$ cat src/rtl/pattern_gen32.sv
//------------------------------------------------------------------------------
// Module      : pattern_gen32
// Description : 32-bit address/data test-pattern source with valid/ready output.
//               Optional macro INVERT_PASS_EN adds a second, bit-inverted pass.
// Revision    : 1.0 - initial release
//------------------------------------------------------------------------------
`default_nettype none

module pattern_gen32 #(
   parameter int          ADDR_W       = 10,
   parameter logic [31:0] LFSR_DEFAULT = 32'h0000_0001
) (
   input  logic              clk,
   input  logic              reset_n,
   input  logic              start,
   input  logic [1:0]        mode,
   input  logic [31:0]       seed,
   input  logic [ADDR_W-1:0] length,
   input  logic              ready,
   output logic              valid,
   output logic [ADDR_W-1:0] addr,
   output logic [31:0]       data,
   output logic              busy,
   output logic              done,
   output logic              pass
);

   localparam logic [1:0] c_IDLE = 2'd0;
   localparam logic [1:0] c_RUN  = 2'd1;
   localparam logic [1:0] c_DONE = 2'd2;
   localparam logic [1:0] c_GAP  = 2'd3;

`ifdef INVERT_PASS_EN
   localparam logic c_TWO_PASS = 1'b1;
`else
   localparam logic c_TWO_PASS = 1'b0;
`endif

   logic [1:0]        r_state;
   logic [1:0]        r_mode;
   logic [31:0]       r_seed;
   logic [ADDR_W-1:0] r_last_addr;
   logic [ADDR_W-1:0] r_addr;
   logic [31:0]       r_gen;
   logic [31:0]       r_data;
   logic              r_valid;
   logic              r_busy;
   logic              r_done;
   logic              r_pass;

   logic              w_accept;
   logic              w_last;
   logic [ADDR_W-1:0] w_addr_inc;
   logic [31:0]       w_seed_eff;
   logic [31:0]       w_gen_next;
   logic [31:0]       w_first_new;
   logic [31:0]       w_first_lat;

   function automatic logic [31:0] f_zext(input logic [ADDR_W-1:0] a);
      return {{(32-ADDR_W){1'b0}}, a};
   endfunction

   function automatic logic [31:0] f_first(input logic [1:0] m, input logic [31:0] s);
      case (m)
         2'd0:    return 32'h0000_0001;
         2'd1:    return 32'hFFFF_FFFE;
         2'd2:    return s;
         default: return 32'h0000_0000;
      endcase
   endfunction

   function automatic logic [31:0] f_next(input logic [1:0] m, input logic [31:0] d,
                                          input logic [ADDR_W-1:0] a_next);
      case (m)
         2'd0, 2'd1: return {d[30:0], d[31]};
         2'd2:       return {d[30:0], d[31] ^ d[21] ^ d[1] ^ d[0]};
         default:    return f_zext(a_next);
      endcase
   endfunction

   assign w_accept    = r_valid & ready;
   assign w_last      = (r_addr == r_last_addr);
   assign w_addr_inc  = r_addr + ADDR_W'(1);
   assign w_seed_eff  = (seed == 32'h0000_0000) ? LFSR_DEFAULT : seed;
   assign w_gen_next  = f_next(r_mode, r_gen, w_addr_inc);
   assign w_first_new = f_first(mode, w_seed_eff);
   assign w_first_lat = f_first(r_mode, r_seed);

   // r_gen always tracks the pass-0 sequence; the second pass is that word inverted,
   // which keeps the LFSR correct (its feedback is not inversion-symmetric).
   always_ff @(posedge clk) begin
      if (!reset_n) begin
         r_state     <= c_IDLE;
         r_mode      <= 2'd0;
         r_seed      <= 32'h0000_0000;
         r_last_addr <= '0;
         r_addr      <= '0;
         r_gen       <= 32'h0000_0000;
         r_data      <= 32'h0000_0000;
         r_valid     <= 1'b0;
         r_busy      <= 1'b0;
         r_done      <= 1'b0;
         r_pass      <= 1'b0;
      end else begin
         case (r_state)
            c_IDLE: begin
               r_done <= 1'b0;
               if (start) begin
                  if (length != '0) begin
                     r_mode      <= mode;
                     r_seed      <= w_seed_eff;
                     r_last_addr <= length - ADDR_W'(1);
                     r_addr      <= '0;
                     r_gen       <= w_first_new;
                     r_data      <= w_first_new;
                     r_valid     <= 1'b1;
                     r_busy      <= 1'b1;
                     r_pass      <= 1'b0;
                     r_state     <= c_RUN;
                  end else begin
                     r_done  <= 1'b1;
                     r_state <= c_DONE;
                  end
               end
            end
            c_RUN: begin
               if (w_accept) begin
                  if (!w_last) begin
                     r_addr <= w_addr_inc;
                     r_gen  <= w_gen_next;
                     r_data <= w_gen_next ^ {32{r_pass}};
                  end else if (c_TWO_PASS && !r_pass) begin
                     r_valid <= 1'b0;
                     r_pass  <= 1'b1;
                     r_addr  <= '0;
                     r_gen   <= w_first_lat;
                     r_data  <= ~w_first_lat;
                     r_state <= c_GAP;
                  end else begin
                     r_valid <= 1'b0;
                     r_busy  <= 1'b0;
                     r_done  <= 1'b1;
                     r_pass  <= 1'b0;
                     r_state <= c_DONE;
                  end
               end
            end
            c_GAP: begin
               r_valid <= 1'b1;
               r_state <= c_RUN;
            end
            default: begin
               // Single-cycle done; start is deliberately not sampled here.
               r_done  <= 1'b0;
               r_state <= c_IDLE;
            end
         endcase
      end
   end

   assign valid = r_valid;
   assign addr  = r_addr;
   assign data  = r_data;
   assign busy  = r_busy;
   assign done  = r_done;
   assign pass  = r_pass;

endmodule

`default_nettype wire

$ cat config.mk
export PLATFORM = sky130hd
export DESIGN_NAME = pattern_gen32
export DESIGN_NICKNAME = d
export VERILOG_FILES = /design/src/rtl/pattern_gen32.sv
export SDC_FILE = /design/constraint.sdc
export NUM_CORES = 1
export LEC_CHECK = 0
export BUFFER_PORTS_ARGS = -buffer_cell sky130_fd_sc_hd__buf_2
export CAP_MARGIN = 10
export CORE_UTILIZATION = 50
export DETAILED_ROUTE_END_ITERATION = 12
export GPL_ROUTABILITY_DRIVEN = 0
export PLACE_DENSITY = 0.77
export RECOVER_POWER = 100
export SYNTH_ARGS = -nofsm -noshare
export SYNTH_HDL_FRONTEND = slang
export SYNTH_SLANG_ARGS = --single-unit
$ cat constraint.sdc
create_clock -name clk -period 2.9 [get_ports clk]
set_input_delay 0.725 -clock clk [delete_from_list [all_inputs] [get_ports clk]]
set_output_delay 0.725 -clock clk [all_outputs]
set_load 0.02 [all_outputs]
==> flow_summary_export.csv, run 1 <==
group,metric,value,unit
cells_and_area,drive_gt1_frac,0.181,
detailed_routing,drc,0,
logic_synthesis,synth.cell_area,3460,µm²
setup_path,cp.required,3.13,ns
global_routing,track_usage,0.259,
detailed_routing,num_vias,3544,
global_routing,grt_util_met2,0.393,
clocking,cts_tree,"built",
setup_path,endpoint_kind,"flop",
cells_and_area,area_delta_synth_final,15.7,%
floorplan,rows,29,
sta,grt_setup_unrepaired,"false",
setup_path,arrival,2.77,ns
detailed_routing,wl_per_cell,15.8,µm
flow_run,cap_viol_max_count,0,
floorplan,start_util,0.532,
detailed_routing,ant_nets,0,
global_routing,use_met1,0.357,
global_routing,grt_pass1_vias,3152,
cells_and_area,layout_commonest_cell,"a21oi_1",
status,status,"finished clean",
cells_and_area,fin_util,0.616,
placed_design,hpwl,6710,µm
logic_synthesis,ys_async_sr_fraction,0,
sta,finalCritPeriodShare,0.877,
placed_design,port_buffers,92,
logic_synthesis,ys_seq_elements,59,
sta,hold_viol,0,
logic_synthesis,ys.flop_type,"dfxtp_1",
cells_and_area,stdcell_area,4000,µm²
floorplan,core,6490,µm²
floorplan,die_w,85.2,µm
pwr,ir_worst_vdd,0.359,mV
detailed_routing,first_pass_iters,5,
clocking,h-tree-depth,3,
setup_path,crit_chain,"buf_2, inv_1, ha_1, nor4b_2, a311oi_1, and2_4, nor3_2, buf_12, a221o_1",
setup_path,cp_num_buf_inv,3,
setup_path,slowest_delay,0.55,ns
setup_path,critPathKind,"in2reg",
sta,setup_tns,0,ns
placed_design,placed_area,3880,µm²
clocking,post_cts_buffers,0,
clocking,cts_sinks,59,
logic_synthesis,synthTopCellsByArea,"dfxtp_1 34%, a21oi_1 9.7%, a22o_1 6.1%",
cells_and_area,fin_cells,590,
global_routing,grt_overflow,0,
logic_synthesis,postSynthAreaPerCell,8.08,µm²
hold_path,hold_class,"reg2reg",
detailed_routing,drt-total-wl,9310,µm
setup_path,crit_family,"compound AO/OA/AOI/OAI gates",
logic_synthesis,syn_nets,479,
sta,drv_slew,0,
sta,skew,0.00863,ns
clocking,numCtsBuffers,9,
clocking,cts_buffer_depth,2,
logic_synthesis,yosysTopAreaCellShare,0.342,
detailed_routing,vias_per_cell,6.01,
setup_path,cp_max_fo,29,
global_routing,grt_max_degree,34,
clocking,clk_latency,0.35,ns
sta,setup_viol,0,
pwr,p_total,2130,µW
logic_synthesis,synth_cell_type_count,61,
setup_path,rr_worst_depth,7,
global_routing,grt_pass1_wl,14900,µm
clocking,cts_resized,0,
global_routing,antenna_found_initial,0,
logic_synthesis,yosysWarnings,0,
sta,fin_crit,2.54,ns
floorplan,ioPinCount,94,
setup_path,critPathSlowestCell,"a311oi_1",
logic_synthesis,yosysSeqAreaShare,0.342,
clocking,cts.root.buffer_cell,"clkbuf_8",
global_routing,busiest_layer,"met2",
clocking,cts.clk_slew.worst_paths,0.07,ns
sta,max-slew-margin-rel,0.588,
cells_and_area,final_cell_mix,"67 x a21oi_1, 59 x dfxtp_1, 48 x nand2_1, 48 x clkbuf_1, 47 x buf_2",
cells_and_area,fillCellCount,598,
clocking,hold_buffers,0,
global_routing,globalRouteMet3Util,0.0467,
hold_path,holdPathStages,2,
cells_and_area,diodes,0,
logic_synthesis,syn-instance-count,428,
sta,worst_pin_slew,0.617,ns
placed_design,place_inst,574,
pwr,p_leak,0.00153,µW
setup_path,cp_num_cells,9,
pwr,power_density,532,nW/µm²
setup_path,start_kind,"input pin",
cells_and_area,final_net_count,559,
logic_synthesis,synth_edf_count,0,
floorplan,die_area,7250,µm²
logic_synthesis,synth_top_area_cell,"dfxtp_1",
floorplan,fp.dieH,85.2,µm
detailed_routing,first_iter_violations,330,
sta,max_freq,393,MHz
[flip-flops by register name, summed over array words and instances, names as in the netlist, named ones only]
name	count
r_gen	32
addr	10
r_last_addr	10
r_mode	2
busy	1
done	1
r_state	1
valid	1
[kinds of logic after synthesis]
family	count (synthesis)	share of synthesized area
multiplexers	3	0.00941
AND/OR/NAND/NOR	154	0.229
XOR/XNOR	22	0.0557
AO/OA/AOI/OAI	143	0.273
other	1	0.00108
buffers and inverters	43	0.0785
flip-flops	59	0.342
adder cells (fa/ha/maj)	3	0.0109
[final cells by class]
cell class,count,area [µm²],share of cell area
multi-input combinational,326,1990,0.498
sequential,59,1180,0.295
timing repair buffer,106,514,0.129
clock buffer,11,141,0.0353
tap,77,96.3,0.0241
clock inverter,5,52.6,0.0131
inverter,6,22.5,0.00563
[where the power goes]
part,internal (µW),leakage (µW),switching [µW]
logic,174,0.000946,280
registers,870,0.000484,53.2
clock network,416,0.0000991,336
[through the flow]
step | hold WS (ns) | worst slack (ns)
floorplan | 0.468 | 0.574
global placement | 0.477 | 0.290
detailed placement | 0.488 | 0.208
CTS | 0.504 | 0.559
global route | 0.522 | 0.233
finish | 0.499 | 0.358
[tightest hold or removal path: cells and delay by family (launching register included)]
kind | cells | cell delay [ns]
AO/OA/AOI/OAI | 1 | 0.06
flip-flops | 1 | 0.33
AND/OR/NAND/NOR | 1 | 0.07
[cells in the mapped netlist (9+ instances only)]
library cell / number
nand2_1: 48
dfxtp_1: 59
xnor2_1: 19
a22o_1: 24
nor3_1: 11
o21ai_0: 16
a21oi_1: 67
a211oi_1: 11
nand3_1: 9
clkbuf_1: 14
nor4_1: 14
nor2_1: 32
[path summary, 6_finish.rpt]
kind                                 from   endpoint  slack [ns]
worst min register to register  r_gen[19]  r_gen[19]        0.50
worst min-delay path            r_gen[19]  r_gen[19]        0.50
worst max register to register    addr[5]   r_gen[8]        0.60
worst max-delay path            length[0]    addr[5]        0.36
[routing by layer]
layer  up-vias  share of wire
met2       177           0.45
li1       1724              -
met4         0          0.019
met1      1623           0.46
met3        20          0.077
met5         -              0
No activity file was read; power rests on OpenSTA's default activity.
==> run 2: changes to the inputs <==
- MAX_ROUTING_LAYER: default -> met4
==> run 2 against run 1 <==
  * Clock power is essentially flat
  * Global-route usage grew 0.79 points
  * Die area is the same
  * Via count grew 0.28%
  * Combinational power is essentially flat
  * Clock-buffer cell count is the same
  * Largest power group unchanged
==> flow_summary_export.csv, run 2 (synthesis gave the netlist of run 1 again) <==
group,metric,value,unit
status,status,"finished clean",
floorplan,start_util,0.532,
pwr,seq_power_share,0.434,
placed_design,port_buffers,92,
setup_path,cp_max_fo,29,
clocking,cts_sinks,59,
detailed_routing,ant_nets,0,
setup_path,arrival,2.77,ns
sta,skew,0.00917,ns
flow_run,cap_viol_max_count,0,
clocking,clk_latency,0.35,ns
sta,setup_viol,0,
cells_and_area,final_net_count,559,
pwr,switchingPower,670,µW
clocking,cts.clk_slew.worst_paths,0.07,ns
sta,grt_setup_unrepaired,"false",
sta,finalCritPeriodShare,0.877,
pwr,p_leak,0.00153,µW
pwr,pwr-share-clk,0.353,
pwr,intPower,1460,µW
floorplan,fp.dieH,85.2,µm
sta,max_freq,393,MHz
clocking,hold_buffers,0,
setup_path,critPathKind,"in2reg",
detailed_routing,num_vias,3554,
cells_and_area,layout_commonest_cell,"a21oi_1",
sta,setup_tns,0,ns
global_routing,antenna_found_initial,0,
clocking,cts.root.buffer_cell,"clkbuf_8",
cells_and_area,area_delta_synth_final,15.7,%
sta,hold_viol,0,
sta,fin_crit,2.54,ns
clocking,h-tree-depth,3,
global_routing,grt_pass1_wl,14900,µm
detailed_routing,first_pass_iters,5,
setup_path,start_kind,"input pin",
cells_and_area,drive_gt1_frac,0.181,
sta,whs,0.499,ns
clocking,cts_resized,0,
clocking,cts_tree,"built",
pwr,ir_worst_vdd,0.360,mV
floorplan,ioPinCount,94,
pwr,power_frac_comb,0.213,
hold_path,hold_class,"reg2reg",
cells_and_area,max_flop_register,"r_gen",
clocking,numCtsBuffers,9,
detailed_routing,first_iter_violations,331,
cells_and_area,largest_register_ffs,32,
placed_design,hpwl,6710,µm
detailed_routing,wl_per_cell,15.8,µm
global_routing,grt_pass1_vias,3158,
pwr,power_density,532,nW/µm²
detailed_routing,drt-total-wl,9330,µm
setup_path,endpoint_kind,"flop",
global_routing,grt_max_degree,34,
global_routing,grt_overflow,0,
cells_and_area,final_cell_mix,"67 x a21oi_1, 59 x dfxtp_1, 48 x nand2_1, 48 x clkbuf_1, 47 x buf_2",
clocking,cts_buffer_depth,2,
global_routing,track_usage,0.267,
detailed_routing,vias_per_cell,6.02,
sta,max-slew-margin-rel,0.583,
sta,worst_pin_slew,0.625,ns
clocking,post_cts_buffers,0,
setup_path,cp.required,3.12,ns
floorplan,die_w,85.2,µm
floorplan,rows,29,
sta,drv_slew,0,
floorplan,die_area,7250,µm²
pwr,swShare,0.315,
cells_and_area,diodes,0,
detailed_routing,drc,0,
floorplan,core,6490,µm²
run 2: cell counts in the layout (fill, tap and decap cells not counted):
No cell type changed its count.
run 2: cell type report:
class,instances,area [µm²]
clock inverters,5,52.6
well taps,77,96.3
clock buffers,11,141
fillers,598,2490
multi-input cells,326,1990
flip-flops and latches,59,1180
repair buffers,106,514
inverters,6,22.5
run 2: per-stage QoR:
step | setup WS (ns) | cells | power (µW) | util | instance area [µm²]
floorplan | 0.574 | 428 | 1250 | - | 3460
global placement | 0.290 | 574 | 1390 | 0.598 | 3880
detailed placement | 0.208 | 574 | 1400 | 0.598 | 3880
CTS | 0.559 | 590 | 2150 | 0.628 | 4080
global route | 0.233 | 590 | 2220 | 0.616 | 4000
finish | 0.356 | 590 | 2130 | 0.616 | 4000
run 2: critical path: stages:
cell      delay [ns]
buf_2           0.11
inv_1           0.06
ha_1            0.18
nor4b_2         0.17
a311oi_1        0.56
and2_4          0.34
nor3_2          0.08
buf_12          0.18
a221o_1         0.35
run 2: worst paths after layout:
kind	from	endpoint	slack [ns]	depth (start not counted)
min reg2reg	r_gen[19]	r_gen[19]	0.50	2
max reg2reg	addr[5]	r_gen[8]	0.58	7
min	r_gen[19]	r_gen[19]	0.50	2
max	length[0]	addr[5]	0.36	9
run 2: metal layers:
metal  GRT usage  part of all wire  vias up
met3      0.0457             0.077       22
met2       0.393              0.45      176
met4       0.122             0.021        0
met5           -                 0        -
met1       0.358              0.46     1632
li1            -                 -     1724
run 2: power by group through the flow:
stage                     clock, µW  sequential [µW]  combinational (µW)
after floorplan                   0              981                 268
after global placement            0              937                 455
after detailed placement          0              939                 462
after CTS                       761              921                 465
after global routing            793              930                 494
final                           752              923                 454
==> run 3: changes to the inputs <==
- clock period: 2.9 -> 2.7 ns (I/O delays scaled with it)
==> run 3 against run 2 <==
  * Clock power increased by 18%
  * Routed wire length grew 5.5%
  * Non-clock buffer count rose by 3
  * Core utilization grew 0.77 points
  * First-iteration DRC count fell by 9.4%
  * Via count increased by 2.1%
  * Global-route usage rose by 1.4 points
  * Sequential cell count did not move
  * Clock skew up 0.0013 ns
  * Highest routed layer unchanged
==> flow_summary_export.csv, run 3 (synthesis gave the netlist of run 1 again) <==
group,metric,value,unit
clocking,h-tree-depth,3,
setup_path,arrival,2.64,ns
setup_path,crit_chain,"clkbuf_1, inv_1, ha_1, nor4b_2, a311oi_2, and2_4, nor3_1, buf_12, a221o_1",
floorplan,die_w,85.2,µm
detailed_routing,wl_per_cell,16.6,µm
sta,finalCritPeriodShare,0.894,
sta,drv_slew,0,
sta,worst_pin_slew,0.552,ns
sta,grt_setup_unrepaired,"false",
cells_and_area,largest_register_ffs,32,
detailed_routing,first_iter_violations,300,
floorplan,core,6490,µm²
clocking,cts_resized,0,
setup_path,start_kind,"input pin",
cells_and_area,layout_commonest_cell,"a21oi_1",
placed_design,pre_cts_ws,0.0178,ns
setup_path,critPathLaunch,"length[0]",
detailed_routing,drc,0,
floorplan,start_util,0.532,
cells_and_area,max_flop_register,"r_gen",
clocking,cts_sinks,59,
sta,whs,0.503,ns
clocking,cts_buffer_depth,2,
detailed_routing,drt-total-wl,9840,µm
floorplan,fp.dieH,85.2,µm
sta,setup_tns,0,ns
floorplan,die_area,7250,µm²
global_routing,grt_overflow,0,
floorplan,ioPinCount,94,
cells_and_area,area_delta_synth_final,17.2,%
placed_design,port_buffers,92,
setup_path,critPathSlowestCell,"a311oi_2",
detailed_routing,vias_per_cell,6.12,
global_routing,grt_pass1_wl,15700,µm
global_routing,grt_pass1_vias,3140,
global_routing,track_usage,0.281,
pwr,power_density,586,nW/µm²
clocking,cts_tree,"built",
pwr,p_leak,0.00155,µW
sta,hold_viol,0,
placed_design,hpwl,7070,µm
cells_and_area,drive_gt1_frac,0.180,
setup_path,endpoint_kind,"flop",
setup_path,rr_startpoint,"addr[4]",
hold_path,hold_class,"reg2reg",
setup_path,cp_max_fo,29,
cells_and_area,final_cell_mix,"68 x a21oi_1, 59 x dfxtp_1, 49 x nand2_1, 49 x clkbuf_1, 47 x buf_2",
detailed_routing,first_pass_iters,5,
setup_path,slowest_delay,0.40,ns
detailed_routing,ant_nets,0,
pwr,ir_worst_vdd,0.492,mV
clocking,cts.root.buffer_cell,"clkbuf_8",
clocking,post_cts_buffers,0,
clocking,hold_buffers,0,
sta,fin_ws,0.287,ns
cells_and_area,diodes,0,
detailed_routing,num_vias,3630,
clocking,clk_latency,0.34,ns
setup_path,cp_num_buf_inv,3,
flow_run,cap_viol_max_count,0,
clocking,cts.clk_slew.worst_paths,0.07,ns
status,status,"finished clean",
sta,skew,0.0105,ns
cells_and_area,final_net_count,562,
setup_path,cp.required,2.92,ns
hold_path,hold_start,"r_gen[27]",
sta,setup_viol,0,
setup_path,crit_family,"compound AO/OA/AOI/OAI gates",
global_routing,grt_max_degree,32,
sta,max-slew-margin-rel,0.632,
floorplan,rows,29,
global_routing,antenna_found_initial,0,
sta,fin_crit,2.41,ns
sta,max_freq,414,MHz
clocking,numCtsBuffers,9,
setup_path,critPathKind,"in2reg",
-- run 3: cell types whose count changed in the layout (fill, tap and decap cells not counted), sizes merged --
cell	before	now
buf	59	61
bufinv	1	2
-- run 3: worst reg2reg max path, stage by stage (launching register included) --
cell and delay [ns]:
dfxtp_1 0.54, xnor2_1 0.16, nand4_1 0.24, o31ai_2 0.48, clkbuf_1 0.31, nand2_1 0.18
a311oi_1 0.27
-- run 3: path summary, 6_finish.rpt --
kind	cells after the start	slack (ns)	to
worst max-delay path	9	0.29	addr[5]
worst min-delay path	1	0.50	r_gen[27]
worst max register to register	6	0.43	r_gen[4]
worst min register to register	1	0.50	r_gen[27]
-- run 3: layout make-up --
type / count / area (µm²)
fill: 608 / 2440
multi-input combinational: 326 / 1990
sequential: 59 / 1180
timing repair buffer: 109 / 546
clock buffer: 10 / 128
tap: 77 / 96.3
clock inverter: 6 / 90.1
inverter: 6 / 22.5
-- run 3: metal layers --
layer / global-route usage / up-vias / part of all wire
met3: 0.0428 / 18 / 0.074
met2: 0.417 / 171 / 0.46
met5: - / - / 0
met1: 0.388 / 1709 / 0.45
li1: - / 1732 / -
met4: 0.100 / 0 / 0.018
-- run 3: report_power, final --
group	switching, µW	internal, µW
Combinational	305	189
Clock	366	521
Sequential	59.7	934
Total	730	1640
-- run 3: stage by stage --
| step | cells | total power [µW] | area, µm² | util |
|---|---|---|---|---|
| 2_1_floorplan | 428 | 1340 | 3460 | - |
| 3_3_place_gp | 577 | 1500 | 3920 | 0.604 |
| 3_5_place_dp | 577 | 1510 | 3920 | 0.604 |
| 4_1_cts | 593 | 2390 | 4140 | 0.637 |
| 5_1_grt | 593 | 2470 | 4050 | 0.624 |
| 6_report | 593 | 2370 | 4050 | 0.624 |
